<file path="src/rtl/foo_stream_fifo.sv">
// Valid/ready FIFO for packed 4-bit `foo` words, feeding the downstream `inp` bus.
// Optional zero-latency pass-through when empty: define FOO_STREAM_FIFO_BYPASS_EN.
module foo_stream_fifo #(
  parameter int WIDTH = 4,
  parameter int DEPTH = 4,
  parameter int CW    = $clog2(DEPTH) + 1  // derived; leave at default
) (
  input  logic             clk,
  input  logic             rst,
  input  logic             flush,
  input  logic             in_valid,
  output logic             in_ready,
  input  logic [WIDTH-1:0] in_data,
  output logic             out_valid,
  input  logic             out_ready,
  output logic [WIDTH-1:0] out_data,
  output logic [CW-1:0]    count
);

  localparam int AW = $clog2(DEPTH);

  logic [WIDTH-1:0] mem [DEPTH];
  logic [AW-1:0]    wr_ptr;
  logic [AW-1:0]    rd_ptr;
  logic [CW-1:0]    count_q;
  logic             empty;
  logic             full;
  logic             bypass;
  logic             push;
  logic             pop;

  assign empty    = (count_q == '0);
  assign full     = (count_q == CW'(DEPTH));
  assign in_ready = ~full;
  assign count    = count_q;

`ifdef FOO_STREAM_FIFO_BYPASS_EN
  // An empty FIFO forwards the producer's word; it is only stored if the consumer stalls.
  assign bypass    = empty & in_valid & out_ready;
  assign out_valid = ~empty | in_valid;
  assign out_data  = ~empty ? mem[rd_ptr] : (in_valid ? in_data : '0);
`else
  assign bypass    = 1'b0;
  assign out_valid = ~empty;
  assign out_data  = ~empty ? mem[rd_ptr] : '0;
`endif

  assign push = in_valid & ~full & ~bypass;
  assign pop  = ~empty & out_ready;

  always_ff @(posedge clk) begin
    if (rst || flush) begin
      wr_ptr  <= '0;
      rd_ptr  <= '0;
      count_q <= '0;
    end else begin
      if (push) wr_ptr <= wr_ptr + AW'(1);
      if (pop)  rd_ptr <= rd_ptr + AW'(1);
      case ({push, pop})
        2'b10:   count_q <= count_q + CW'(1);
        2'b01:   count_q <= count_q - CW'(1);
        default: count_q <= count_q;
      endcase
    end
  end

  // Storage is never cleared; a push coinciding with rst or flush is discarded.
  always_ff @(posedge clk) begin
    if (push && !rst && !flush) mem[wr_ptr] <= in_data;
  end

endmodule

</file>
<file path="config.mk">
export PLATFORM = sky130hd
export DESIGN_NAME = foo_stream_fifo
export DESIGN_NICKNAME = d
export VERILOG_FILES = /design/src/rtl/foo_stream_fifo.sv
export SDC_FILE = /design/constraint.sdc
export NUM_CORES = 1
export LEC_CHECK = 0
export ABC_AREA = 1
export BUFFER_PORTS_ARGS = -buffer_cell sky130_fd_sc_hd__buf_2
export CAP_MARGIN = 30
export CELL_PAD_IN_SITES_DETAIL_PLACEMENT = 2
export CELL_PAD_IN_SITES_GLOBAL_PLACEMENT = 2
export CORE_ASPECT_RATIO = 0.6
export CORE_MARGIN = 4
export CORE_UTILIZATION = 30
export DETAILED_ROUTE_END_ITERATION = 10
export PLACE_DENSITY = 0.69
export SYNTH_ARGS = -nofsm -noshare
export SYNTH_HDL_FRONTEND = slang
export SYNTH_SLANG_ARGS = --single-unit
</file>
<file path="constraint.sdc">
create_clock -name clk -period 1.7 [get_ports clk]
set_input_delay 0.17 -clock clk [delete_from_list [all_inputs] [get_ports clk]]
set_output_delay 0.17 -clock clk [all_outputs]
set_load 0.02 [all_outputs]
</file>
# After elaboration in Yosys (flattened, before gate mapping)
# Memory sizes are Yosys's and may differ from the RTL's. A register that Yosys moved wholly into a read port is not among the register bits.
# Index checks and enable logic that the tools add are counted.
[totals]
ff_bits = 7
out_inout_bits = 9
inputBits = 9
ramBits = 16
mem_count = 1
word_cells = 28
[mem_list]
columns = ["name", "depth", "width", "rd", "rd_ports_with_merged_regs", "wr", "line", "text"]
rows = [
  ["mem", 4, 4, 1, 1, 1, "22", "logic [WIDTH-1:0] mem [DEPTH];"],
]
[classes]
mux = 6
n_reduce_logical = 7
eq_ne = 3
addsub = 4
n_bitwise = 4
[ops]
columns = ["cell", "n"]
rows = [
  ["$pmux 3 s2", 1],
  ["$add 2x1->2 const B", 2],
  ["$mux 2", 2],
  ["$mux 4", 1],
  ["$add 3x1->3 const B", 1],
  ["$eq 3x3->1 const B", 1],
  ["$logic_not 3->1", 1],
  ["$sub 3x1->3 const B", 1],
  ["$and 1x1->1", 2],
  ["$eq 2x1->1 const B", 1],
  ["$eq 2x2->1 const B", 1],
  ["$logic_and 1x1->1", 2],
  ["$logic_not 1->1", 2],
  ["$mux 1", 2],
  ["$not 1->1", 2],
  ["$reduce_bool 2->1", 1],
  ["$logic_or 1x1->1", 1],
]

# Logic depth before layout (Yosys ltp)
[depth]
word_depth = 7
depth_mapped = 13

# Worst setup path before layout
# OpenSTA, ideal clock, no wires.
[synth_timing]
path_kind = "flip-flop to flip-flop"
start = "reg count_q[2] (netlist: count[2])"
end = "reg count_q[2] (netlist: count[2])"
setup_time_ns = 0.113
path_stages_with_launch = 14
setup_slack_ns = -0.169
n_path_buf = 0
arrival_time_ns = 1.756
required_time_ns = 1.587
cell_sequence = "dfxtp_1 -> inv_1 -> nand2_2 -> nand2_2 -> inv_2 -> ha_1 -> inv_1 -> fa_1 -> inv_1 -> nand2_1 -> nand3_1 -> nand2_1 -> nand2_1 -> nor2_1"
[synth_between]
elab_chain_len = 5
elab_cells_between_ends = 12
[synth_rtl]
columns = ["item", "line", "text"]
rows = [
  ["from (decl)", "25", "logic [CW-1:0] count_q;"],
  ["from (signal assigned)", "60", "2'b10: count_q <= count_q + CW'(1);"],
  ["from (signal assigned)", "61", "2'b01: count_q <= count_q - CW'(1);"],
  ["from (signal assigned)", "62", "default: count_q <= count_q;"],
  ["$logic_not 3->1 (*)", "32", "assign empty = (count_q == '0);"],
  ["$not 1->1 (*)", "n/a", ""],
  ["named net out_valid", "14", "output logic out_valid,"],
  ["$and 1x1->1 (*)", "49", "assign pop = ~empty & out_ready;"],
  ["named net pop", "30", "logic pop;"],
  ["$eq 2x1->1 / $eq 2x2->1 (equally long branches)", "59", "case ({push, pop})"],
  ["$pmux 3 s2 / $reduce_bool 2->1 (equally long branches)", "n/a", ""],
]
# The timed path passes the listed nets; every way through them passes the cells marked *.
# A chain may end at the register's enable or synchronous reset.

# Worst setup path after layout
[layout_timing]
start = "reg count_q[1] (netlist: count[1])"
end = "reg count_q[2] (netlist: count[2])"
[layout_between]
elab_chain_len = 5
elab_cells_between_ends = 12
[layout_rtl]
columns = ["item", "line"]
rows = [
  ["$eq 3x3->1 / $logic_not 3->1 (equally long branches)", "33, 32"],
  ["$not 1->1, on equally long branches", "48, 49"],
  ["$and 1x1->1, on equally long branches", "48, 49"],
  ["$eq 2x1->1 / $eq 2x2->1 (equally long branches)", "59"],
  ["$pmux 3 s2 / $reduce_bool 2->1 (equally long branches)", "n/a"],
]
# Parallel ways exist; a longest one is shown, timed or not.

==> impl_metrics.json <==
{
  "status": "finished clean",
  "dr.pass1.iters": 4,
  "finalWirelength_mm": 3.26,
  "synth.distinct_cells": 17,
  "start_util_pct": 31.1,
  "via_per_inst": 4.64,
  "drive_gt1_share_pct": 35.7,
  "drtIter0Drc": 65,
  "grt_util_all_layers_pct": 13.6,
  "cts_tree": "done",
  "fin_crit_ns": 1.64,
  "path_max_fanout": 3,
  "syn_nets": 136,
  "core_um2": 3680,
  "antenna_cells": 0,
  "worst_pin_slew_ns": 0.229,
  "antenna_found_initial": 0,
  "combPwrFrac_pct": 15.4,
  "io_pins": 18,
  "cts.sinks": 25,
  "clk_latency_ns": 0.28,
  "switchingPower_uw": 320,
  "final_cells": 201,
  "drc": 0,
  "max_slew_margin_pct": 84.7,
  "port_buffers": 17,
  "hold_viol_final": 0,
  "cts_buffers": 3,
  "detail_route.wl_per_cell_um": 16.2,
  "cts_root_buf": "clkbuf_8",
  "syn_area_um2": 1140,
  "power_density_nw_per_um2": 829,
  "syn_to_final_growth_pct": 28.4,
  "startpoint_type": "register",
  "dp_hpwl_mm": 2.37,
  "fmax_mhz": 609,
  "die-height_um": 55.9,
  "syn_area_per_cell_um2": 9.46,
  "critPathKind": "register to register",
  "clk_pin_slew_ns": 0.09,
  "finalClockSkew_ns": 0.00118,
  "grt_pass1_wl_mm": 5.19,
  "r2r-start": "count[1]",
  "r2r-end": "count[2]",
  "max-clock-path-buffers": 2,
  "htreeDepth": 1,
  "power_frac_seq_pct": 54.8,
  "grt_max_degree": 14,
  "fp.dieW_um": 87.8,
  "p_int_uw": 899,
  "rrSetupSlack_ns": 0.06,
  "fin_nets": 170,
  "postPlaceCellArea_um2": 1350,
  "grt-ovfl-total": 0,
  "leakage_uw": 0.000607,
  "synth-seq-cells": 25,
  "yosysWarnings": 0,
  "hold_buffers": 0,
  "slew_viol_final": 0,
  "cp-endpoint": "count[2]",
  "design_area_um2": 1470,
  "setup_viol": 0,
  "finalCritPeriodShare_pct": 96.6,
  "arrival_ns": 1.82,
  "place_inst": 191,
  "rows": 17,
  "dr_total_vias": 933,
  "clockPowerShare_pct": 29.8,
  "dieArea_um2": 4900,
  "synth_cells": 121,
  "drv_cap": 0,
  "hp-class": "input pin to register",
  "min_path_cells": 1,
  "first_global_vias": 1055,
  "irDropWorstVdd_v": 0.000292,
  "gp_congestion": 0.766,
  "startpoint": "count[1]",
  "antenna_left": 0,
  "sw_frac_of_total_pct": 26.2,
  "ys_seq_area_share_pct": 57.7,
  "ff2ff_path_depth": 12,
  "cp_data_required_time_ns": 1.88,
  "end_kind": "register",
  "rsz0062_at_grt": "true"
}
==> routing by layer <==
metal	part of all wire, %	global-route usage, %
met3	3.1	2.81
met5	0	0
met1	47	18.3
met2	48	22.4
met4	1.7	3.28
==> Yosys cell counts <==
library cell / number / area, um^2
a21boi_2: 1 / 11.3
a21oi_1: 7 / 35.0
buf_2: 1 / 5.00
dfxtp_1: 9 / 180
edfxtp_1: 16 / 480
fa_1: 1 / 20.0
ha_1: 5 / 62.6
inv_1: 19 / 71.3
inv_2: 1 / 3.75
nand2_1: 12 / 45.0
nand2_2: 3 / 18.8
nand3_1: 4 / 20.0
nand3b_1: 1 / 7.51
nor2_1: 28 / 105
nor2_2: 1 / 6.26
nor2_4: 2 / 22.5
o21ai_0: 10 / 50.1
==> cell usage in the layout (no fill, tap or decap) <==
cell type  netlist  layout
nand2_2          3       4
nand2_1         12      10
nor2_4           2       2
clkbuf_1         0       1
ha_1             5       4
inv_2            1       4
dfxtp_4          0       2
fa_2             0       1
clkbuf_8         0       3
a21boi_2         1       1
buf_2            1      17
inv_1           19      15
a21oi_1          7       7
nor2_2           1       1
dfxtp_2          0       3
ha_4             0       1
nand2_4          0       1
nand3b_1         1       1
buf_4            0      13
nand3_2          0       1
nand3_1          4       3
nor2_1          28      28
inv_4            0       1
o21ai_0         10      10
dfxtp_1          9       4
edfxtp_1        16      16
==> worst max-delay path: stages (launching register included) <==
cell and delay (ns):
dfxtp_2 0.34, nor2_4 0.17, a21boi_2 0.09, inv_2 0.07, ha_4 0.13, inv_2 0.04, fa_2 0.35, inv_2 0.07
nand2_2 0.04, nand3_2 0.08, nand2_1 0.06, nand2_1 0.06, nor2_1 0.04
==> worst min path at each step <==
stage,to,start,slack (ns)
3_3_place_gp,mem[3][0],in_data[0],0.39
4_1_cts,mem[3][3],in_data[3],0.11
5_1_grt,mem[3][3],in_data[3],0.11
3_5_place_dp,mem[3][3],in_data[3],0.40
2_1_floorplan,mem[0][0],in_data[0],0.27
6_report,mem[3][3],in_data[3],0.11
==> per-stage QoR <==
stage,TNS [ns],setup WS (ns),total power (uW),utilization [%],hold slack (ns)
after floorplan,0,0.0205,771,-,0.269
after global placement,0,0.0438,831,36.6,0.393
after detailed placement,-0.0556,-0.0556,842,36.6,0.398
after CTS,-0.0384,-0.0384,1210,39.4,0.114
after global routing,-0.0662,-0.0662,1280,40.0,0.111
final,0,0.0581,1220,40.0,0.111
==> timing repair <==
| action | 4_1_cts | 5_1_grt |
|---|---|---|
| setup buffers | 5 | 1 |
| pin swaps | 7 | 4 |
| setup endpoints to repair | 2 | 5 |
| gates resized for setup | 9 | 5 |
==> state kept, by name (all words and copies together), names as in the netlist, named ones only <==
| signal | count |
|---|---|
| mem | 16 |
| count | 3 |
| rd_ptr | 2 |
| wr_ptr | 2 |
==> cell type report <==
type,instances,area (um^2)
multi-input combinational,75,434
inverter,20,77.6
clock buffer,4,45.0
timing repair buffer,30,183
tap,47,58.8
sequential,25,672
fill,419,2210
==> kinds of logic (layout without fill, tap and decap cells) <==
family                     after synthesis  count (layout)  synth area share (%)
DFF                                     25              25                  57.7
AOI/OAI and AO/OA                       18              18                  8.42
adders and majority gates                6               6                  7.21
and+or+nand+nor                         51              51                  19.7
buffers and inverters                   21              54                  6.99
==> power groups by stage <==
stage,Combinational [uW],Sequential [uW],Clock (uW)
CTS,176,668,366
global placement,149,682,0
finish,187,668,364
floorplan,87.1,684,0
detailed placement,159,683,0
global route,210,670,398
Power figures use the tool's default switching activity.
